File: src/rtl/riscv_lsu_pkg.sv
// Shared memory-command encodings, LSU state type and lane helpers for riscv_lsu.
package riscv_lsu_pkg;

    localparam logic MEM_FUNC_RD = 1'b0;
    localparam logic MEM_FUNC_WR = 1'b1;

    localparam logic [2:0] MASK_B    = 3'b000;
    localparam logic [2:0] MASK_H    = 3'b001;
    localparam logic [2:0] MASK_W    = 3'b010;
    localparam logic [2:0] MASK_BU   = 3'b100;
    localparam logic [2:0] MASK_HU   = 3'b101;
    localparam logic [2:0] MASK_NONE = 3'b111;

    typedef enum logic [1:0] {
        IDLE,
        ISSUE,
        WAIT,
        RESP
    } lsu_state_e;

    // Unknown size codes are rejected the same way as MASK_NONE.
    function automatic logic access_err(input logic [2:0] size, input logic [1:0] off);
        case (size)
            MASK_B, MASK_BU: access_err = 1'b0;
            MASK_H, MASK_HU: access_err = off[0];
            MASK_W:          access_err = |off;
            default:         access_err = 1'b1;
        endcase
    endfunction

    function automatic logic [3:0] store_we(input logic [2:0] size, input logic [1:0] off);
        case (size)
            MASK_B, MASK_BU: store_we = 4'b0001 << off;
            MASK_H, MASK_HU: store_we = 4'b0011 << off;
            default:         store_we = 4'b1111;
        endcase
    endfunction

    function automatic logic [31:0] store_din(input logic [2:0] size, input logic [31:0] wdata);
        case (size)
            MASK_B, MASK_BU: store_din = {4{wdata[7:0]}};
            MASK_H, MASK_HU: store_din = {2{wdata[15:0]}};
            default:         store_din = wdata;
        endcase
    endfunction

endpackage

File: src/rtl/riscv_load_align.sv
// Picks the addressed byte/half out of a BRAM word and sign/zero-extends it.
module riscv_load_align
    import riscv_lsu_pkg::*;
(
    input  logic [31:0] word,
    input  logic [1:0]  off,
    input  logic [2:0]  size,
    output logic [31:0] data
);

    logic [7:0]  lane_b;
    logic [15:0] lane_h;

    always_comb begin
        lane_b = word[{off, 3'b000} +: 8];
        lane_h = off[1] ? word[31:16] : word[15:0];
        case (size)
            MASK_B:  data = {{24{lane_b[7]}}, lane_b};
            MASK_BU: data = {24'd0, lane_b};
            MASK_H:  data = {{16{lane_h[15]}}, lane_h};
            MASK_HU: data = {16'd0, lane_h};
            MASK_W:  data = word;
            default: data = 32'd0;
        endcase
    end

endmodule

File: src/rtl/riscv_lsu.sv
// Load/store unit: one request at a time into a byte-enabled synchronous BRAM,
// returning an extended load value or a store acknowledgement.
module riscv_lsu
    import riscv_lsu_pkg::*;
#(
    parameter int ADDR_WIDTH   = 12,
    parameter int BRAM_LATENCY = 2
) (
    input  logic                  clk_in,
    input  logic                  rst_in,
    input  logic                  req_valid_in,
    output logic                  req_ready_out,
    input  logic                  req_func_in,
    input  logic [2:0]            req_size_in,
    input  logic [31:0]           req_addr_in,
    input  logic [31:0]           req_wdata_in,
    output logic                  resp_valid_out,
    input  logic                  resp_ready_in,
    output logic [31:0]           resp_data_out,
    output logic                  resp_err_out,
    output logic                  bram_en_out,
    output logic [3:0]            bram_we_out,
    output logic [ADDR_WIDTH-1:0] bram_addr_out,
    output logic [31:0]           bram_din_out,
    input  logic [31:0]           bram_dout_in
);

    lsu_state_e            state, state_next;
    logic                  rdy_q;
    logic                  func_q;
    logic [2:0]            size_q;
    logic [1:0]            off_q;
    logic [ADDR_WIDTH-1:0] waddr_q;
    logic [31:0]           wdata_q;
    logic [2:0]            cnt_q;
    logic [31:0]           data_q;
    logic                  err_q;
    logic [31:0]           load_val;
    logic                  accept;
    logic                  req_err;
    logic                  in_issue;
    logic                  is_store;
    logic                  unused_addr;

    // Upper address bits are dropped so accesses wrap modulo the BRAM size.
    assign unused_addr = ^req_addr_in[31:ADDR_WIDTH+2];

    assign accept   = req_valid_in & req_ready_out;
    assign req_err  = access_err(req_size_in, req_addr_in[1:0]);
    assign in_issue = (state == ISSUE);
    assign is_store = (func_q == MEM_FUNC_WR);

    riscv_load_align u_align (
        .word (bram_dout_in),
        .off  (off_q),
        .size (size_q),
        .data (load_val)
    );

    always_comb begin
        state_next = state;
        case (state)
            IDLE:    if (accept) state_next = req_err ? RESP : ISSUE;
            ISSUE:   state_next = is_store ? RESP : WAIT;
            WAIT:    if (cnt_q == 3'd0) state_next = RESP;
            RESP:    if (resp_ready_in) state_next = IDLE;
            default: state_next = IDLE;
        endcase
    end

    // rdy_q follows "next state is IDLE", so it stays low through reset and
    // rises one edge after reset release or after a response is taken.
    always_ff @(posedge clk_in or posedge rst_in) begin
        if (rst_in) begin
            state   <= IDLE;
            rdy_q   <= 1'b0;
            func_q  <= MEM_FUNC_RD;
            size_q  <= MASK_NONE;
            off_q   <= 2'd0;
            waddr_q <= '0;
            wdata_q <= 32'd0;
            cnt_q   <= 3'd0;
            data_q  <= 32'd0;
            err_q   <= 1'b0;
        end else begin
            state <= state_next;
            rdy_q <= (state_next == IDLE);
            case (state)
                IDLE: begin
                    if (accept) begin
                        func_q  <= req_func_in;
                        size_q  <= req_size_in;
                        off_q   <= req_addr_in[1:0];
                        waddr_q <= req_addr_in[ADDR_WIDTH+1:2];
                        wdata_q <= req_wdata_in;
                        data_q  <= 32'd0;
                        err_q   <= req_err;
                    end
                end
                ISSUE: cnt_q <= 3'(BRAM_LATENCY - 1);
                WAIT: begin
                    if (cnt_q == 3'd0) data_q <= load_val;
                    else               cnt_q  <= cnt_q - 3'd1;
                end
                default: ;
            endcase
        end
    end

    assign req_ready_out  = rdy_q;
    assign resp_valid_out = (state == RESP);
    assign resp_data_out  = resp_valid_out ? data_q : 32'd0;
    assign resp_err_out   = resp_valid_out & err_q;

    assign bram_en_out   = in_issue;
    assign bram_we_out   = (in_issue && is_store) ? store_we(size_q, off_q) : 4'b0000;
    assign bram_addr_out = in_issue ? waddr_q : '0;
    assign bram_din_out  = (in_issue && is_store) ? store_din(size_q, wdata_q) : 32'd0;

endmodule

File: config.mk
export PLATFORM = sky130hd
export DESIGN_NAME = riscv_lsu
export DESIGN_NICKNAME = d
export VERILOG_FILES = /design/src/rtl/riscv_lsu_pkg.sv /design/src/rtl/riscv_load_align.sv /design/src/rtl/riscv_lsu.sv
export SDC_FILE = /design/constraint.sdc
export NUM_CORES = 1
export LEC_CHECK = 0
export BUFFER_PORTS_ARGS = -buffer_cell sky130_fd_sc_hd__buf_2
export CAP_MARGIN = 20
export CORE_MARGIN = 1.5
export CORE_UTILIZATION = 50
export DETAILED_ROUTE_END_ITERATION = 10
export PLACE_DENSITY = 0.79
export SYNTH_ARGS = -nofsm -noshare
export SYNTH_HDL_FRONTEND = slang
export SYNTH_SLANG_ARGS = --single-unit
File: constraint.sdc
create_clock -name clk_in -period 3.15 [get_ports clk_in]
set_input_delay 0.1575 -clock clk_in [delete_from_list [all_inputs] [get_ports clk_in]]
set_output_delay 0.1575 -clock clk_in [all_outputs]
set_load 0.005 [all_outputs]
==> impl_metrics.yaml, run 1 <==
layout:
  multiInputGateArea_um2: 2440
  final_cells: 765
  nets: 737
  nFillCells: 818
  area_growth_pct: 23.1
  n_antenna_cell: 0
  final_core_util: 0.643
  regArea_um2: 2230
  drive_gt1_frac: 0.418
hold_path:
  hold_path_depth: 3
  hold_path_startpoint: "req_size_in[1]"
  hp-class: "in -> reg"
  holdPathEnd: "size_q[1]$_DFFE_PP1P_"
sta:
  setup_violations: 0
  period_minus_slack_ns: 2.77
  relSlewSlack: 0.327
  fin_skew_ns: 0.00804
  slew_viol_final: 0
  setup_ws_ns: 0.376
  timing.fmax_mhz: 360
  worst_slew_pin_slew_ns: 1.01
  min_period_over_period: 0.881
  rsz0062_at_grt: "false"
  hold_viol: 0
  finalSetupTns_ns: 0
routing:
  viasPerCell: 5.67
  wl_per_cell_um: 16.9
  drt_first_pass_iters: 5
  vias: 4340
  antenna_left: 0
  routed_wl_um: 12900
  drc_errors: 0
  drt_iter0_drc: 279
flow_run:
  maxCapViolations: 0
floorplan:
  dieArea_um2: 10400
  core_um2: 9370
  die_height_um: 102
  io_pins: 188
  initial_core_util: 0.522
  rows: 35
  die_w_um: 102
synthesis:
  synth_nets: 586
  synth.avg_cell_area_um2: 10.2
  synth_top_flop_cell: "dfrtp_1"
  ys_ff_latch: 89
  synth_edf_count: 0
  syn_area_um2: 4900
  yosysWarnings: 0
  synth_seq_area_share: 0.456
  async_flop_share: 1.00
  ys_types: 43
  synthCells: 480
clock_network:
  cts_tree: "done"
  path_clk_slew_ns: 0.09
  cts_buffers: 9
  cts_htree_levels: 3
  cts.root.buffer_cell: "clkbuf_8"
  post-cts-setup-buffers: 0
  insertion_delay_ns: 0.35
  post_cts_resized: 0
  cts_sinks: 89
  clockBufferDepth: 2
place:
  place_inst: 747
  dp_hpwl_um: 9310
  place_worst_setup_slack_ns: 0.803
  port-buffer-count: 169
  gp_congestion: 0.925
run_status:
  status: "completed"
worst_setup_path:
  cp.required_ns: 2.99
  r2r-end: "req_ready_out$_DFF_PP0_"
  criticalPathCategory: "reg -> out"
  rrSetupSlack_ns: 0.86
  cp-startpoint: "state[0]$_DFF_PP0_"
  cp.arrival_ns: 2.62
  rr_startpoint: "state[0]$_DFF_PP0_"
  cp-end-kind: "output pin"
  critPathLaunchType: "flop"
  cp_max_fo: 29
  reg2reg_depth: 4
grt:
  grtUsageTotal: 0.253
  antenna_found_initial: 0
  overflow: 0
  grt_pass1_wl_um: 20500
  grt_max_degree: 54
  grt_pass1_vias: 4225
power_and_ir_drop:
  p_leak_nw: 3.30
  power.density_nw_per_um2: 839
  peakVddDrop_mv: 0.423
-- logic make-up after synthesis --
group	Yosys count	share of synthesized area
compound gates	120	0.161
fa+ha+maj	2	0.00511
buf+inv	48	0.0486
flops	89	0.456
mux	77	0.175
simple gates	144	0.155
-- layer usage --
metal | track usage | share of wire | up-vias
li1 | - | - | 2025
met1 | 0.324 | 0.41 | 2112
met2 | 0.413 | 0.48 | 179
met3 | 0.0622 | 0.079 | 24
met4 | 0.100 | 0.023 | 0
met5 | 0 | 0 | -
-- placed cells by master (no fill, tap or decap), types with 8 or more instances in the layout --
master / instances
nor2_1: 31
and3_1: 40
clkbuf_8: 12
and2_1: 12
nand2_1: 39
a22oi_1: 8
mux2_2: 59
dfrtp_1: 86
mux2i_1: 16
buf_2: 169
a21oi_1: 33
a31oi_1: 17
o21ai_0: 13
a21o_1: 26
-- registers in the layout, indices dropped and copies added (netlist names) --
signal	flops
state	2
wdata_q	32
cnt_q	3
size_q	3
req_ready_out	1
func_q	1
data_q	32
err_q	1
waddr_q	12
off_q	2
-- final cells by class --
type	count	area share
Tap cell	129	0.0268
Timing Repair Buffer	180	0.162
Clock inverter	2	0.00208
Multi-Input combinational cell	343	0.405
Sequential cell	89	0.370
Clock buffer	14	0.0286
Inverter	8	0.00519
-- cell usage after synthesis, types with 2 or more instances --
cell	count	area [µm²]
dfrtp_1	86	2150
nor3b_1	2	15.0
a22oi_1	8	60.1
buf_4	2	15.0
o21ai_1	7	35.0
nor2_1	31	116
nor3_1	2	10.0
nor2b_1	4	25.0
dfstp_2	3	78.8
ha_1	2	25.0
and2_1	12	75.1
or2_2	2	12.5
nand2_1	39	146
a21oi_1	33	165
a21o_1	26	195
clkbuf_1	17	63.8
a31oi_1	17	106
o21bai_1	2	15.0
mux2_4	2	30.0
and3_1	40	250
o21ai_0	13	65.1
nand3b_1	2	15.0
inv_1	8	30.0
nor4_1	3	18.8
mux2_2	59	664
buf_2	16	80.1
a222oi_1	7	70.1
mux2i_1	16	160
buf_6	4	45.0
o211ai_1	2	15.0
-- per-stage QoR --
| stage | area [µm²] | total power [mW] | hold slack [ns] |
|---|---|---|---|
| floorplan | 4900 | 3.71 | 0.266 |
| global placement | 5800 | 4.16 | 0.358 |
| detailed placement | 5800 | 4.27 | 0.374 |
| CTS | 6000 | 5.02 | 0.0170 |
| global route | 6030 | 5.40 | 0.0152 |
| finish | 6030 | 5.05 | 0.0274 |
-- critical path, cell delays in order, from the launching register on --
cell     delay [ns]
dfrtp_1        0.85
nor2b_1        0.26
nand2_1        0.61
a21oi_1        0.38
buf_2          0.16
-- worst max path at each step --
stage	end	slack, ns	cells past startpoint
after CTS	bram_din_out[14]	0.40	4
after global placement	bram_din_out[11]	0.80	4
final	bram_din_out[14]	0.38	4
after floorplan	cnt_q[0]$_DFFE_PP0P_	0.69	1
after detailed placement	bram_din_out[12]	0.80	4
after global routing	bram_din_out[15]	0.14	4
-- what timing repair did --
action / CTS / global route
endpoints found under the setup margin: 0 / 0
hold buffers: 1 / 0
hold endpoints to repair: 31 / 0
-- power by group --
part	switching [mW]	internal [mW]	leakage, nW
Combinational	1.11	1.07	2.08
Sequential	0.474	1.65	1.13
Clock	0.399	0.352	0.0927
Note: power is estimated with default switching activity, not from simulation.
==> inputs of run 2 (changes only) <==
==> constraint.sdc (replaced) <==
create_clock -name clk_in -period 3.15 [get_ports clk_in]
set_input_delay 0.4725 -clock clk_in [delete_from_list [all_inputs] [get_ports clk_in]]
set_output_delay 0.4725 -clock clk_in [all_outputs]
set_load 0.005 [all_outputs]
==> run 2 against run 1 <==
  * First-iteration DRC count down 5.4%
  * Count of clock-buffer cells in the layout down 1
  * Total power down 1.9%
  * Combinational power down 5%
  * Worst setup slack better by 0.087 ns
  * Highest routed layer unchanged
==> impl_metrics.yaml, run 2 (same netlist as run 1, synthesis figures left out) <==
run_status:
  status: "completed"
routing:
  routed_wl_um: 12800
  wl_per_cell_um: 16.7
  vias: 4242
  drc_errors: 0
  drt_iter0_drc: 264
  antenna_left: 0
  wl_met2_um: 6230
  dr.max_layer_used: "met4"
  viasPerCell: 5.55
  drt_first_pass_iters: 5
  met1_length_um: 5380
  routed-wl-met3_um: 977
clock_network:
  cts.root.buffer_cell: "clkbuf_8"
  cts_htree_levels: 3
  post_cts_resized: 0
  cts_sinks: 89
  hold_buffers: 0
  clockBufferDepth: 2
  cts_tree: "done"
  insertion_delay_ns: 0.35
  path_clk_slew_ns: 0.09
  cts_buffers: 9
  post-cts-setup-buffers: 0
sta:
  worst_slew_pin_slew_ns: 1.07
  finalSetupTns_ns: 0
  relSlewSlack: 0.289
  min_period_over_period: 0.853
  slew_viol_final: 0
  fin_skew_ns: 0.0117
  hold_viol: 0
  period_minus_slack_ns: 2.69
  setup_violations: 0
  rsz0062_at_grt: "false"
  timing.fmax_mhz: 372
layout:
  layout_commonest_cell: "buf_2"
  drive_gt1_frac: 0.419
  nets: 736
  fin_area_um2: 5980
  n_antenna_cell: 0
  most-common-layout-cells: "169 x buf_2, 86 x dfrtp_1, 59 x mux2_2"
  area_growth_pct: 22.2
  top_regs: "data_q: 32 flops, wdata_q: 32 flops, waddr_q: 12 flops"
worst_setup_path:
  cp_max_fo: 29
  criticalPathCategory: "reg -> out"
  cp.arrival_ns: 2.21
  critPathLaunchType: "flop"
  cp.required_ns: 2.68
  cp-end-kind: "output pin"
  slowest_delay_ns: 0.77
  cp_slowest_cell: "dfrtp_1"
  worstPathCellList: "nor2b_1 > nand2_2 > a21oi_1 > buf_2"
place:
  dp_hpwl_um: 9280
  port-buffer-count: 169
  dpl_cell_area_um2: 5810
  gp_congestion: 0.935
grt:
  antenna_found_initial: 0
  grtUsageTotal: 0.248
  grt_pass1_vias: 4016
  grt_max_degree: 42
  overflow: 0
  grt_pass1_wl_um: 20000
floorplan:
  io_pins: 188
  die_w_um: 102
  dieArea_um2: 10400
  initial_core_util: 0.522
  core_um2: 9370
  die_height_um: 102
  rows: 35
power_and_ir_drop:
  power.density_nw_per_um2: 829
  peakVddDrop_mv: 0.384
  p_leak_nw: 3.28
flow_run:
  maxCapViolations: 0
hold_path:
  hp-class: "in -> async"
[run 2: path summary, 6_finish.rpt]
check	slack, ns	cells past startpoint	startpoint	end
min in group clk_in	0.35	2	req_wdata_in[4]	wdata_q[4]$_DFFE_PP0P_
hold / removal	0.20	2	rst_in	waddr_q[2]$_DFFE_PP0P_
hold reg to reg	0.47	1	data_q[7]$_DFFE_PP0P_	data_q[7]$_DFFE_PP0P_
max in group asynchronous	2.24	3	rst_in	wdata_q[10]$_DFFE_PP0P_
setup reg to reg	0.65	5	state[1]$_DFF_PP0_	req_ready_out$_DFF_PP0_
setup / recovery	0.46	4	state[0]$_DFF_PP0_	bram_din_out[12]
[run 2: metal layers]
layer,vias to the layer above,global-route usage
met5,-,0
met4,0,0.0738
met3,20,0.0622
met2,162,0.404
met1,2036,0.329
li1,2024,-
[run 2: through the flow]
step	std cells	utilization	hold WS (ns)	total power, mW	setup WS [ns]
CTS	764	0.638	0.221	4.97	0.138
detailed placement	748	0.620	0.457	4.27	0.544
finish	764	0.638	0.203	4.96	0.463
floorplan	480	-	0.441	3.71	0.376
global placement	748	0.620	0.453	4.16	0.561
global route	764	0.638	0.263	5.30	0.274
[run 2: cell type report]
| cell class | instances | area, µm² |
|---|---|---|
| Clock buffer | 13 | 149 |
| Timing Repair Buffer | 179 | 946 |
| Multi-Input combinational cell | 343 | 2440 |
| Inverter | 8 | 31.3 |
| Fill cell | 806 | 3390 |
| Tap cell | 129 | 161 |
| Clock inverter | 3 | 18.8 |
| Sequential cell | 89 | 2230 |
[run 2: power by group]
part	leakage (nW)	switching, mW	internal (mW)
combinational	2.06	1.04	1.03
sequential	1.13	0.531	1.65
clock	0.0874	0.394	0.309
[run 2: critical path, delay by kind of cell (launching register included)]
kind,cells,cell delay (ns)
compound gates,1,0.28
flops,1,0.77
simple gates,2,0.66
buf+inv,1,0.15
